<file path="config.mk">
export PLATFORM = sky130hd
export DESIGN_NAME = carregador_de_instrucoes_flat
export DESIGN_NICKNAME = d
export VERILOG_FILES = /design/src/rtl/carregador_de_instrucoes_if.sv /design/src/rtl/carregador_de_instrucoes.sv /design/src/flat_wrapper.sv
export SDC_FILE = /design/constraint.sdc
export NUM_CORES = 1
export LEC_CHECK = 0
export ABC_AREA = 0
export CORE_MARGIN = 10
export CORE_UTILIZATION = 40
export DETAILED_ROUTE_END_ITERATION = 16
export GPL_ROUTABILITY_DRIVEN = 0
export PLACE_DENSITY = 0.73
export SLEW_MARGIN = 40
export SYNTH_ARGS = -nofsm -noshare
export SYNTH_HDL_FRONTEND = slang
export SYNTH_SLANG_ARGS = --single-unit
export TNS_END_PERCENT = 20
</file>
<file path="constraint.sdc">
create_clock -name clock -period 2.3 [get_ports clock]
set_input_delay 0.575 -clock clock [delete_from_list [all_inputs] [get_ports clock]]
set_output_delay 0.575 -clock clock [all_outputs]
set_load 0.01 [all_outputs]
</file>
<file path="src/rtl/carregador_de_instrucoes_if.sv">
// Byte-stream input and instruction-memory write port of the program loader.
interface carregador_de_instrucoes_if #(
  parameter int ADDR_WIDTH = 26
);
  logic [7:0]            byte_dado;
  logic                  byte_valido;
  logic                  byte_pronto;
  logic                  escrita;
  logic [ADDR_WIDTH-1:0] endereco;
  logic [31:0]           dado;

  // slave: the loader (consumes bytes, drives the memory write port)
  modport slave (
    input  byte_dado, byte_valido,
    output byte_pronto, escrita, endereco, dado
  );

  // master: byte source plus memory side
  modport master (
    output byte_dado, byte_valido,
    input  byte_pronto, escrita, endereco, dado
  );
endinterface

</file>
<file path="src/rtl/carregador_de_instrucoes.sv">
// Program loader: parses a framed byte stream (count, big-endian words, XOR
// check byte) and writes the words into instruction memory from address 0.
module carregador_de_instrucoes #(
  parameter int MEM_SIZE   = 30,
  parameter int ADDR_WIDTH = 26
) (
  input  logic                        clock,
  input  logic                        reset_n,
  input  logic                        iniciar,
  carregador_de_instrucoes_if.slave   bus,
  output logic                        ocupado,
  output logic                        concluido,
  output logic [1:0]                  erro
);

  typedef enum logic [2:0] {
    OCIOSO, CAB_H, CAB_L, DADOS, CHECK, FIM, ERRO
  } estado_t;

  localparam logic [15:0] MEM_N   = 16'(MEM_SIZE);
  localparam logic [1:0]  ERR_SUM = 2'b01;
  localparam logic [1:0]  ERR_CNT = 2'b10;

  estado_t               state_q, state_d;
  logic [15:0]           n_q, n_d;
  logic [15:0]           idx_q, idx_d;
  logic [1:0]            bcnt_q, bcnt_d;
  logic [23:0]           asm_q, asm_d;
  logic [7:0]            xor_q, xor_d;
  logic                  escrita_q, escrita_d;
  logic [ADDR_WIDTH-1:0] endereco_q, endereco_d;
  logic [31:0]           dado_q, dado_d;
  logic                  conc_q, conc_d;
  logic [1:0]            erro_q, erro_d;

  logic        pronto;
  logic        aceita;
  logic [15:0] n_rx;
  logic [15:0] idx_inc;

  assign pronto  = (state_q == CAB_H) || (state_q == CAB_L) ||
                   (state_q == DADOS) || (state_q == CHECK);
  assign aceita  = bus.byte_valido && pronto;
  assign n_rx    = {n_q[15:8], bus.byte_dado};
  assign idx_inc = idx_q + 16'd1;

  always_comb begin
    state_d    = state_q;
    n_d        = n_q;
    idx_d      = idx_q;
    bcnt_d     = bcnt_q;
    asm_d      = asm_q;
    xor_d      = xor_q;
    escrita_d  = 1'b0;
    endereco_d = endereco_q;
    dado_d     = dado_q;
    conc_d     = conc_q;
    erro_d     = erro_q;

    case (state_q)
      OCIOSO: begin
        if (iniciar) begin
          conc_d  = 1'b0;
          erro_d  = 2'b00;
          idx_d   = '0;
          bcnt_d  = '0;
          xor_d   = '0;
          state_d = CAB_H;
        end
      end
      CAB_H: begin
        if (aceita) begin
          n_d     = {bus.byte_dado, 8'h00};
          xor_d   = xor_q ^ bus.byte_dado;
          state_d = CAB_L;
        end
      end
      CAB_L: begin
        if (aceita) begin
          n_d   = n_rx;
          xor_d = xor_q ^ bus.byte_dado;
          if (n_rx > MEM_N) begin
            // Status is latched on the accepting edge so it is visible while
            // the FSM passes through ERRO/FIM.
            erro_d  = ERR_CNT;
            state_d = ERRO;
          end else if (n_rx == 16'd0) begin
            state_d = CHECK;
          end else begin
            state_d = DADOS;
          end
        end
      end
      DADOS: begin
        if (aceita) begin
          xor_d  = xor_q ^ bus.byte_dado;
          bcnt_d = bcnt_q + 2'd1;
          asm_d  = {asm_q[15:0], bus.byte_dado};
          if (bcnt_q == 2'd3) begin
            escrita_d  = 1'b1;
            dado_d     = {asm_q, bus.byte_dado};
            endereco_d = ADDR_WIDTH'(idx_q);
            idx_d      = idx_inc;
            if (idx_inc == n_q) state_d = CHECK;
          end
        end
      end
      CHECK: begin
        if (aceita) begin
          if (bus.byte_dado == xor_q) begin
            conc_d  = 1'b1;
            state_d = FIM;
          end else begin
            erro_d  = ERR_SUM;
            state_d = ERRO;
          end
        end
      end
      FIM:     state_d = OCIOSO;
      ERRO:    state_d = OCIOSO;
      default: state_d = OCIOSO;
    endcase
  end

  always_ff @(posedge clock or negedge reset_n) begin
    if (!reset_n) begin
      state_q    <= OCIOSO;
      n_q        <= '0;
      idx_q      <= '0;
      bcnt_q     <= '0;
      asm_q      <= '0;
      xor_q      <= '0;
      escrita_q  <= 1'b0;
      endereco_q <= '0;
      dado_q     <= '0;
      conc_q     <= 1'b0;
      erro_q     <= 2'b00;
    end else begin
      state_q    <= state_d;
      n_q        <= n_d;
      idx_q      <= idx_d;
      bcnt_q     <= bcnt_d;
      asm_q      <= asm_d;
      xor_q      <= xor_d;
      escrita_q  <= escrita_d;
      endereco_q <= endereco_d;
      dado_q     <= dado_d;
      conc_q     <= conc_d;
      erro_q     <= erro_d;
    end
  end

  assign bus.byte_pronto = pronto;
  assign bus.escrita     = escrita_q;
  assign bus.endereco    = endereco_q;
  assign bus.dado        = dado_q;
  assign ocupado         = (state_q != OCIOSO);
  assign concluido       = conc_q;
  assign erro            = erro_q;

endmodule

</file>
<file path="src/flat_wrapper.sv">
// flat-port wrapper written by rule: the top's interface ports become plain ports
module carregador_de_instrucoes_flat 
#(
  parameter int MEM_SIZE   = 30,
  parameter int ADDR_WIDTH = 26
)
  (clock, reset_n, iniciar, ocupado, concluido, erro, bus_byte_dado, bus_byte_valido, bus_byte_pronto, bus_escrita, bus_endereco, bus_dado);
  carregador_de_instrucoes_if #(.ADDR_WIDTH(ADDR_WIDTH)) bus_i ();
  input  logic clock;
  input  logic reset_n;
  input  logic iniciar;
  output logic ocupado;
  output logic concluido;
  output logic [1:0] erro;
  input wire logic [$bits(bus_i.byte_dado)-1:0] bus_byte_dado;
  input wire logic [$bits(bus_i.byte_valido)-1:0] bus_byte_valido;
  output wire logic [$bits(bus_i.byte_pronto)-1:0] bus_byte_pronto;
  output wire logic [$bits(bus_i.escrita)-1:0] bus_escrita;
  output wire logic [$bits(bus_i.endereco)-1:0] bus_endereco;
  output wire logic [$bits(bus_i.dado)-1:0] bus_dado;
  assign bus_i.byte_dado = bus_byte_dado;
  assign bus_i.byte_valido = bus_byte_valido;
  assign bus_byte_pronto = bus_i.byte_pronto;
  assign bus_escrita = bus_i.escrita;
  assign bus_endereco = bus_i.endereco;
  assign bus_dado = bus_i.dado;
  carregador_de_instrucoes #(.MEM_SIZE(MEM_SIZE), .ADDR_WIDTH(ADDR_WIDTH)) u_core (.clock(clock), .reset_n(reset_n), .iniciar(iniciar), .bus(bus_i), .ocupado(ocupado), .concluido(concluido), .erro(erro));
endmodule
</file>
==> run summary, run 1 <==
Initial antenna violation count: 0
Via count of the first global-routing pass: 4,928
Max Buffers Root-to-Sink: 2
Total gr overflow: 0
Type of the worst setup path: reg2reg
Leading register cell type out of synthesis: sky130_fd_sc_hd__dfrtp_1
Worst slew margin: 0.665
Worst setup slack for register-to-register paths: 100 ps
Top area cells in the synthesized netlist: sky130_fd_sc_hd__dfrtp_1 52%, sky130_fd_sc_hd__nand2_1 17%, sky130_fd_sc_hd__xnor2_1 3.6%
Clock tree from TritonCTS: yes
Total setup violations reported at the end of the flow: 0
Highest net fanout along the worst path: 6
Worst Hold Class: in2async
Aggregate routed wire length: 15,400 um
Startpoint kind of the worst setup timing path: register
Clock transition at the register clock pins on the worst setup and hold paths after CTS: 60 ps
Placed Cells: 949
Die height: 141 um
Power density over cell area: 975 mW/mm^2
Number of buffers inserted by port buffering: 65
Register share of total power: 0.377
Post-route DRC: 0
Clock network power share: 0.395
Total internal power: 0.00545 W
Cell taking the most area after synthesis: sky130_fd_sc_hd__dfrtp_1
Post-Route Skew: 13.4 ps
Chip width: 141 um
Cell count after synthesis: 685
# H-tree levels: 4
Number of max-slew violations in the final report: 0
Largest vdd supply drop: 0.625 mV
Share of power burned in combinational logic: 0.228
Share of post-route cells with drive strength above 1: 0.154
Effective utilization at floorplan: 0.407
Final setup slack of the worst path: 100 ps
Post-synth ARST share: 1.00
Net count, final: 798
Via count of the routed design: 4,962
Count of filler cells inserted in the layout: 1,306
Die area: 0.0199 sq mm
Post-layout min period: 2200 ps
Number of cells upsized or downsized after cts: 3
Num ports: 76
Most common cell in the synthesized netlist: sky130_fd_sc_hd__nand2_1
Global-route wire length before repair: 25,500 um
Fraction of synthesized cell area taken by the top area cell type: 0.516
# hold bufs at CTS: 0
Distinct cell type count of the synthesized netlist: 59
Tightest Pin Transition: 503 ps
Non-filler instance count after layout: 981
Most frequent cells after synthesis: 272 x sky130_fd_sc_hd__nand2_1, 121 x sky130_fd_sc_hd__dfrtp_1, 40 x sky130_fd_sc_hd__o21ai_0
Inserted Diodes: 0
Number of CTS-inserted buffers: 17
Worst slack at placement: -68.1 ps
Kind of end point of the critical path: register
Syn avg cell area: 8.56 sq um
Upper clock frequency limit: 0.455 GHz
Iteration-0 DRC Markers: 455
Fraction of power spent switching nets: 0.276
Area delta synth->final: 31.6%
Net switching component of the power: 0.00208 W
Number of core rows: 44
Fraction of the yosys area taken by sequential cells: 0.516
Area of the mapped netlist: 0.00587 sq mm
Syn. warnings: 0
Seq cells post-synth: 121
Clock latency reported for the late side of the worst-skew pair: 420 ps
Count of flip-flops with a built-in enable after synthesis: 0
Buffer cell driving the clock tree root: sky130_fd_sc_hd__clkbuf_16
Placed wire-length estimate: 10,700 um
Total iterations of the first detailed-routing run: 5
Worst EP required: 2590 ps
Leakage power total: 3.68 nW
Overall global routing resource usage: 0.157
Unrepaired setup endpoints after global routing: false
Outcome: complete, no violations
Core region area: 0.0144 sq mm
Critical path data arrival time: 2490 ps
Final worst-path cycle share: 0.956
Average via count per standard cell: 5.06
Average wire per standard cell: 15.7 um
# Post-CTS Setup Buffers: 0
Number of maximum-capacitance constraint violations: 0
Setup TNS Final: 0 ps
Largest net degree at the start of global routing: 42
Detail Route Antenna Nets: 0
Final Hold Violating Endpoints: 0
Sink Count: 121
-- power by group through the flow --
| stage | logic, W | clock network, W | registers, W |
|---|---|---|---|
| finish | 0.00172 | 0.00297 | 0.00284 |
| global route | 0.00190 | 0.00311 | 0.00289 |
| CTS | 0.00174 | 0.00302 | 0.00283 |
| detailed placement | 0.00173 | 0 | 0.00286 |
| global placement | 0.00170 | 0 | 0.00285 |
| floorplan | 0.000630 | 0 | 0.00296 |
-- placed cells by master (no fill, tap or decap), drive strengths merged, types with 2 or more instances in the layout --
cell           synthesis  routed
a21o                   2       2
and2                   3       3
nor3                  14      14
and3                   3       3
clkinv                 0       7
nor3b                  2       2
o41ai                  2       2
o211ai                 4       4
a22o                   9       9
buf                   27      64
mux2i                  4       4
xor2                   4       4
conb                   1      10
clkdlybuf4s50          0      62
ha                     2       2
or2                    3       3
dfrtp                121     121
nor2                  24      24
dlygate4sd2            0       2
nand2                272     272
bufinv                 0       5
or4                    2       2
inv                    7       6
xnor2                 24      24
nor4                   2       2
nor2b                  2       2
nand3                 14      14
o22ai                  2       2
o31ai                  7       7
nand4                  5       5
a21oi                 20      20
clkbuf                30      20
o21ai                 43      43
mux2                   9       9
a31oi                  4       4
-- worst max-delay path, stage by stage (launching register included) --
cell,delay [ps]
sky130_fd_sc_hd__dfrtp_1,500
sky130_fd_sc_hd__nand3_4,170
sky130_fd_sc_hd__nor3_4,270
sky130_fd_sc_hd__and2_4,210
sky130_fd_sc_hd__xnor2_1,70
sky130_fd_sc_hd__or4b_4,550
sky130_fd_sc_hd__o21ai_2,170
sky130_fd_sc_hd__o311ai_1,110
-- cells by family after synthesis --
group                    after synthesis  synth area share
AO/OA/AOI/OAI                        103             0.108
multiplexers                          13            0.0241
other                                  1          0.000639
flip-flops                           121             0.516
XOR/XNOR                              28            0.0418
buffers and inverters                 64            0.0508
adder cells (fa/ha/maj)                2           0.00427
AND/OR/NAND/NOR                      353             0.254
-- state kept, by name (all words and copies together) (netlist names), 2 cells and up --
register             flops
u_core.idx_q            16
u_core.bus.dado         32
u_core.xor_q             8
u_core.bus.endereco     16
u_core.asm_q            24
u_core.erro              2
u_core.n_q              16
u_core.bcnt_q            2
u_core.state_q           3
-- worst paths after layout --
kind	from	endpoint	cells after the start
max reg2reg	u_core.idx_q[8]$_DFFE_PN0P_	u_core.state_q[1]$_DFFE_PN0P_	7
max	u_core.idx_q[8]$_DFFE_PN0P_	u_core.state_q[1]$_DFFE_PN0P_	7
min in group clock	u_core.asm_q[23]$_DFFE_PN0P_	u_core.bus.dado[31]$_DFFE_PN0P_	2
min	reset_n	u_core.bus.dado[21]$_DFFE_PN0P_	1
max in group asynchronous	reset_n	u_core.asm_q[11]$_DFFE_PN0P_	2
min reg2reg	u_core.asm_q[23]$_DFFE_PN0P_	u_core.bus.dado[31]$_DFFE_PN0P_	2
-- stage by stage --
stage | hold slack, ps | cell area [sq um] | total power, W | util
global placement | 449 | 7040 | 0.00455 | 0.488
CTS | 133 | 7710 | 0.00760 | 0.534
global route | 147 | 7720 | 0.00789 | 0.535
finish | 129 | 7720 | 0.00753 | 0.535
floorplan | 279 | 5900 | 0.00359 | -
detailed placement | 458 | 7040 | 0.00459 | 0.488
-- final cells by class --
class                   instances  area [sq um]  area share
inverters                       7          26.3     0.00340
flip-flops and latches        121          3030       0.392
clock buffers                  20           467      0.0605
well taps                     184           230      0.0298
clock inverters                12           195      0.0253
multi-input cells             509          2590       0.336
repair buffers                128          1180       0.153
-- routing by layer --
layer / GRT usage / share of wire / vias up
met5: 0 / 0 / -
met4: 0.0543 / 0.013 / 0
met3: 0.0537 / 0.063 / 17
met2: 0.248 / 0.47 / 156
met1: 0.194 / 0.45 / 2349
li1: - / - / 2440
Power figures use the tool's default switching activity.
==> run 2: changes to the inputs <==
==> constraint.sdc (replaced) <==
create_clock -name clock -period 2 [get_ports clock]
set_input_delay 0.5 -clock clock [delete_from_list [all_inputs] [get_ports clock]]
set_output_delay 0.5 -clock clock [all_outputs]
set_load 0.01 [all_outputs]
==> run summary, run 2 (synthesized netlist as in run 1, its figures left out) <==
Sink Count: 121 (unchanged)
Worst Hold Class: reg2reg
Overall global routing resource usage: 0.162 (+0.00538)
Worst setup slack for register-to-register paths: -140 ps (-240 ps)
Non-filler instance count after layout: 1,012 (+3.2%)
Effective utilization at floorplan: 0.407 (unchanged)
Average wire per standard cell: 15.6 um (-0.97%)
Upper clock frequency limit: 0.468 GHz (+2.9%)
Number of buffers inserted by port buffering: 65 (unchanged)
Type of the worst setup path: reg2reg
Clock tree from TritonCTS: yes
# H-tree levels: 4 (unchanged)
Num ports: 76 (unchanged)
Final worst-path cycle share: 1.07 (+0.112)
Post-route DRC: 0 (unchanged)
Min Hold Slack: 464 ps (+335 ps)
Net count, final: 829 (+3.9%)
Kind of end point of the critical path: register
Number of flip-flops under the largest register name: 32 (unchanged)
Buffer cell driving the clock tree root: sky130_fd_sc_hd__clkbuf_16
Total setup violations reported at the end of the flow: 3 (+3)
Total gr overflow: 0 (unchanged)
Core region area: 0.0144 sq mm (unchanged)
Highest net fanout along the worst path: 6 (unchanged)
Via count of the first global-routing pass: 5,254 (+6.6%)
Placed Cells: 977 (+3.0%)
Total iterations of the first detailed-routing run: 5 (unchanged)
Number of maximum-capacitance constraint violations: 0 (unchanged)
Number of core rows: 44 (unchanged)
Die height: 141 um (unchanged)
Inserted Diodes: 0 (unchanged)
Average via count per standard cell: 5.09 (+0.69%)
Largest net degree at the start of global routing: 54 (+29%)
Clock latency reported for the late side of the worst-skew pair: 420 ps (about the same)
Number of max-slew violations in the final report: 0 (unchanged)
Final setup slack of the worst path: -137 ps (-238 ps)
Unrepaired setup endpoints after global routing: true
Detail Route Antenna Nets: 0 (unchanged)
Initial antenna violation count: 0 (unchanged)
Clock transition at the register clock pins on the worst setup and hold paths after CTS: 60 ps (about the same)
Leakage power total: 3.83 nW (+3.9%)
Startpoint kind of the worst setup timing path: register
Violations in the final reports: setup timing
Aggregate routed wire length: 15,800 um (+2.2%)
Most used cells in the layout excluding fill and tap cells: 271 x sky130_fd_sc_hd__nand2_1, 116 x sky130_fd_sc_hd__dfrtp_1, 89 x sky130_fd_sc_hd__buf_4
Die area: 0.0199 sq mm (unchanged)
Critical path data arrival time: 2430 ps (-60 ps)
Global-route wire length before repair: 26,400 um (+3.8%)
Area delta synth->final: 36.3%
Largest vdd supply drop: 0.624 mV (-0.15%)
Max Buffers Root-to-Sink: 2 (unchanged)
Outcome: finished, violations left
Placed wire-length estimate: 11,200 um (+4.1%)
Final core utilization: 0.554 (+0.0190)
Final Hold Violating Endpoints: 0 (unchanged)
Iteration-0 DRC Markers: 397 (-13%)
Most frequent standard cell in the layout excluding fill and tap cells: sky130_fd_sc_hd__nand2_1
Worst EP required: 2290 ps (-300 ps)
Share of post-route cells with drive strength above 1: 0.197 (+0.0425)
Post-layout min period: 2140 ps (-62.3 ps)
Chip width: 141 um (unchanged)
Power density over cell area: 1060 mW/mm^2 (+9.2%)
Post-Route Skew: 7.63 ps (-5.80 ps)
Via count of the routed design: 5,154 (+3.9%)
Number of CTS-inserted buffers: 17 (unchanged)
[run 2: cell count changes in the layout (fill, tap and decap cells not counted), sizes merged]
cell / change
clkbuf: +6
buf: +30
bufinv: -2
dlygate4sd1: +1
clkinv: -4
dlygate4sd2: -2
dlygate4sd3: +1
inv: +1
[run 2: worst paths after layout]
| path | endpoint | cells past startpoint | start |
|---|---|---|---|
| max | u_core.state_q[1]$_DFFE_PN0P_ | 9 | u_core.idx_q[2]$_DFFE_PN0P_ |
| min | u_core.bus.dado[29]$_DFFE_PN0P_ | 2 | u_core.asm_q[21]$_DFFE_PN0P_ |
| max reg2reg | u_core.state_q[1]$_DFFE_PN0P_ | 9 | u_core.idx_q[2]$_DFFE_PN0P_ |
| min reg2reg | u_core.bus.dado[29]$_DFFE_PN0P_ | 2 | u_core.asm_q[21]$_DFFE_PN0P_ |
| max in group asynchronous | u_core.idx_q[2]$_DFFE_PN0P_ | 3 | reset_n |
| min in group asynchronous | u_core.asm_q[17]$_DFFE_PN0P_ | 2 | reset_n |
[run 2: critical path, cell delays in order (launching register included)]
cell and delay (ps):
sky130_fd_sc_hd__dfrtp_2 450, sky130_fd_sc_hd__nand4_1 180, sky130_fd_sc_hd__buf_4 150, sky130_fd_sc_hd__nor2_1 50, sky130_fd_sc_hd__buf_4 130, sky130_fd_sc_hd__a31o_2 210, sky130_fd_sc_hd__a21oi_1 330, sky130_fd_sc_hd__o2111ai_4 200
sky130_fd_sc_hd__o21ai_4 200, sky130_fd_sc_hd__o311ai_1 110
[run 2: cell type report]
cell class,instances,area (sq um)
clock inverters,7,113
well taps,184,230
repair buffers,159,1410
multi-input cells,509,2670
clock buffers,25,505
flip-flops and latches,121,3030
inverters,7,26.3
fillers,1298,6430
[run 2: what timing repair did]
action                                  in CTS  in global routing
hold buffers                                 1                  0
resized for setup                           10                 14
setup buffers                                0                  2
pin swaps                                    0                  6
hold endpoints to repair                    13                  0
endpoints found under the setup margin       5                  7
[run 2: through the flow]
step	TNS, ps	worst slack [ps]	power (W)	instance area (sq um)
after floorplan	0	10.1	0.00416	5940
after global placement	-11300	-257	0.00533	7290
after detailed placement	-12920	-289	0.00538	7290
after CTS	-265	-109	0.00859	7950
after global routing	-495	-169	0.00895	7990
final	-340	-137	0.00851	7990
[run 2: layer usage]
layer,global-route usage,share of wire,vias up
li1,-,-,2513
met5,0,0,-
met3,0.0464,0.056,28
met2,0.251,0.47,148
met4,0.0554,0.019,0
met1,0.212,0.46,2465
[run 2: report_power, final]
part / switching (W) / leakage [nW] / internal (W)
combinational: 0.000960 / 2.00 / 0.00110
sequential: 0.000333 / 1.52 / 0.00293
clock: 0.00107 / 0.303 / 0.00212
==> run 3: changes to the inputs <==
--- a/config.mk
+++ b/config.mk
@@ -11,8 +11,8 @@
 export DETAILED_ROUTE_END_ITERATION = 16
 export GPL_ROUTABILITY_DRIVEN = 0
 export PLACE_DENSITY = 0.73
+export RECOVER_POWER = 25
 export SLEW_MARGIN = 40
 export SYNTH_ARGS = -nofsm -noshare
 export SYNTH_HDL_FRONTEND = slang
 export SYNTH_SLANG_ARGS = --single-unit
-export TNS_END_PERCENT = 20
==> run summary, run 3 (synthesized netlist as in run 1, its figures left out) <==
Outcome: finished, violations left
Violations in the final reports: setup timing
Share of post-route cells with drive strength above 1: 0.199 (+0.00170)
Chain of cells forming the critical path: nand3_2, buf_4, or4_1, a21boi_0, o21a_1, o2111ai_2, o21ai_2, o311ai_1
Die height: 141 um (unchanged)
Final Hold Violating Endpoints: 0 (unchanged)
Inserted Diodes: 0 (unchanged)
Number of buffers inserted by port buffering: 65 (unchanged)
Net count, final: 832 (+0.36%)
# H-tree levels: 4 (unchanged)
Tightest Pin Transition: 886 ps
Number of CTS-inserted buffers: 17 (unchanged)
Final setup slack of the worst path: -103 ps (+34.3 ps)
Buffer cell driving the clock tree root: sky130_fd_sc_hd__clkbuf_16
Clock transition at the register clock pins on the worst setup and hold paths after CTS: 60 ps (about the same)
Unrepaired setup endpoints after global routing: true
Depth of the worst register-to-register path: 8 (-1)
Clock latency reported for the late side of the worst-skew pair: 420 ps (about the same)
Worst slew margin: 0.409
Post-layout min period: 2100 ps (-34.3 ps)
Most frequent standard cell in the layout excluding fill and tap cells: sky130_fd_sc_hd__nand2_1
Slowest stage cell on the critical path: sky130_fd_sc_hd__dfrtp_1
Post-Route Skew: 7.28 ps (-0.342 ps)
Min Hold Slack: 464 ps (-0.188 ps)
Power density over cell area: 1070 mW/mm^2 (+0.24%)
Max Buffers Root-to-Sink: 2 (unchanged)
Average wire per standard cell: 15.6 um (about the same)
Core region area: 0.0144 sq mm (unchanged)
Post-route DRC: 0 (unchanged)
Area delta synth->final: 35.9%
Non-filler instance count after layout: 1,015 (+0.30%)
Average via count per standard cell: 5.11 (+0.30%)
Overall global routing resource usage: 0.163 (+0.000779)
Worst EP required: 2290 ps (about the same)
Largest vdd supply drop: 0.624 mV (about the same)
Num ports: 76 (unchanged)
Total setup violations reported at the end of the flow: 3 (unchanged)
Via count of the routed design: 5,185 (+0.60%)
Number of core rows: 44 (unchanged)
Summed area of non-filler cells in the final layout: 0.00797 sq mm (-0.31%)
Crit Reg-Reg Startpoint: u_core.idx_q[4]$_DFFE_PN0P_
Worst setup slack for register-to-register paths: -100 ps (+30 ps)
Total iterations of the first detailed-routing run: 5 (unchanged)
Sink Count: 121 (unchanged)
Effective utilization at floorplan: 0.407 (unchanged)
Detail Route Antenna Nets: 0 (unchanged)
Total gr overflow: 0 (unchanged)
Upper clock frequency limit: 0.476 GHz (+1.6%)
Global-route wire length before repair: 26,600 um (+0.50%)
Number of max-slew violations in the final report: 0 (unchanged)
Type of the worst setup path: reg2reg
Number of maximum-capacitance constraint violations: 0 (unchanged)
Worst reg2reg endpoint: u_core.state_q[1]$_DFFE_PN0P_
Placed wire-length estimate: 11,200 um (unchanged)
Leakage power total: 3.83 nW (+0.24%)
Chip width: 141 um (unchanged)
Aggregate routed wire length: 15,800 um (+0.21%)
Placed Cells: 977 (unchanged)
Startpoint kind of the worst setup timing path: register
Kind of end point of the critical path: register
Initial antenna violation count: 0 (unchanged)
Die area: 0.0199 sq mm (unchanged)
Post-placement cell area: 0.00729 sq mm (unchanged)
Most used cells in the layout excluding fill and tap cells: 271 x sky130_fd_sc_hd__nand2_1, 115 x sky130_fd_sc_hd__dfrtp_1, 91 x sky130_fd_sc_hd__buf_4
Final worst-path cycle share: 1.05 (-0.0171)
Critical path data arrival time: 2390 ps (-40 ps)
Iteration-0 DRC Markers: 364 (-8.3%)
Worst path max stage delay: 420 ps (-30 ps)
Total design power: 0.00851 W (about the same)
Highest net fanout along the worst path: 5 (-1)
Largest net degree at the start of global routing: 54 (unchanged)
Startpoint of the most critical setup path: u_core.idx_q[4]$_DFFE_PN0P_
Number of flip-flops under the largest register name: 32 (unchanged)
Critical path capture point: u_core.state_q[1]$_DFFE_PN0P_
Worst Hold Class: reg2reg
Clock tree from TritonCTS: yes
Via count of the first global-routing pass: 5,294 (+0.76%)
-- run 3: worst max-delay path, delay by kind of cell, from the launching register on --
family | cells | cell delay [ps]
buffers and inverters | 1 | 190
AND/OR/NAND/NOR | 2 | 550
AO/OA/AOI/OAI | 5 | 820
flip-flops | 1 | 420
-- run 3: layout make-up --
cell class | instances | area (sq um)
clock buffers | 25 | 505
clock inverters | 7 | 113
fillers | 1305 | 6450
inverters | 7 | 26.3
multi-input cells | 509 | 2650
flip-flops and latches | 121 | 3040
well taps | 184 | 230
repair buffers | 162 | 1410
-- run 3: where the power goes --
part | switching [W] | internal, W | total (W) | leakage (nW)
Sequential | 0.000333 | 0.00293 | 0.00327 | 1.52
Clock | 0.00107 | 0.00212 | 0.00319 | 0.303
Combinational | 0.000958 | 0.00109 | 0.00205 | 2.01
Total | 0.00236 | 0.00614 | 0.00851 | 3.83
-- run 3: worst min-delay path by stage --
stage / cells after the start / endpoint / startpoint / slack (ps)
finish: 2 / u_core.bus.dado[29]$_DFFE_PN0P_ / u_core.asm_q[21]$_DFFE_PN0P_ / 460
global placement: 1 / u_core.asm_q[0]$_DFFE_PN0P_ / reset_n / 390
global route: 2 / u_core.bus.dado[31]$_DFFE_PN0P_ / u_core.bus.dado[31]$_DFFE_PN0P_ / 490
floorplan: 0 / u_core.asm_q[0]$_DFFE_PN0P_ / reset_n / 200
detailed placement: 1 / u_core.asm_q[0]$_DFFE_PN0P_ / reset_n / 390
CTS: 2 / u_core.bus.dado[26]$_DFFE_PN0P_ / u_core.asm_q[18]$_DFFE_PN0P_ / 470
-- run 3: per-stage QoR --
stage | worst slack (ps) | util | TNS (ps)
after floorplan | 10.1 | - | 0
after global placement | -257 | 0.505 | -11300
after detailed placement | -289 | 0.505 | -12920
after CTS | -110 | 0.554 | -247
after global routing | -180 | 0.552 | -516
final | -103 | 0.552 | -236
-- run 3: routing by layer --
layer | vias to the layer above | GRT usage | part of all wire | wire length (um)
met5 | - | 0 | 0 | 0
met4 | 0 | 0.0554 | 0.017 | 274
met3 | 24 | 0.0464 | 0.068 | 1070
met2 | 171 | 0.253 | 0.47 | 7410
met1 | 2477 | 0.212 | 0.45 | 7050
li1 | 2513 | - | - | -
-- run 3: timing repair --
action                     CTS  global route
hold endpoints to repair    13             0
buffers inserted             4             1
resized for setup           14             7
setup endpoints to repair    5             7
pin swaps                    6             5
hold buffers                 1             0
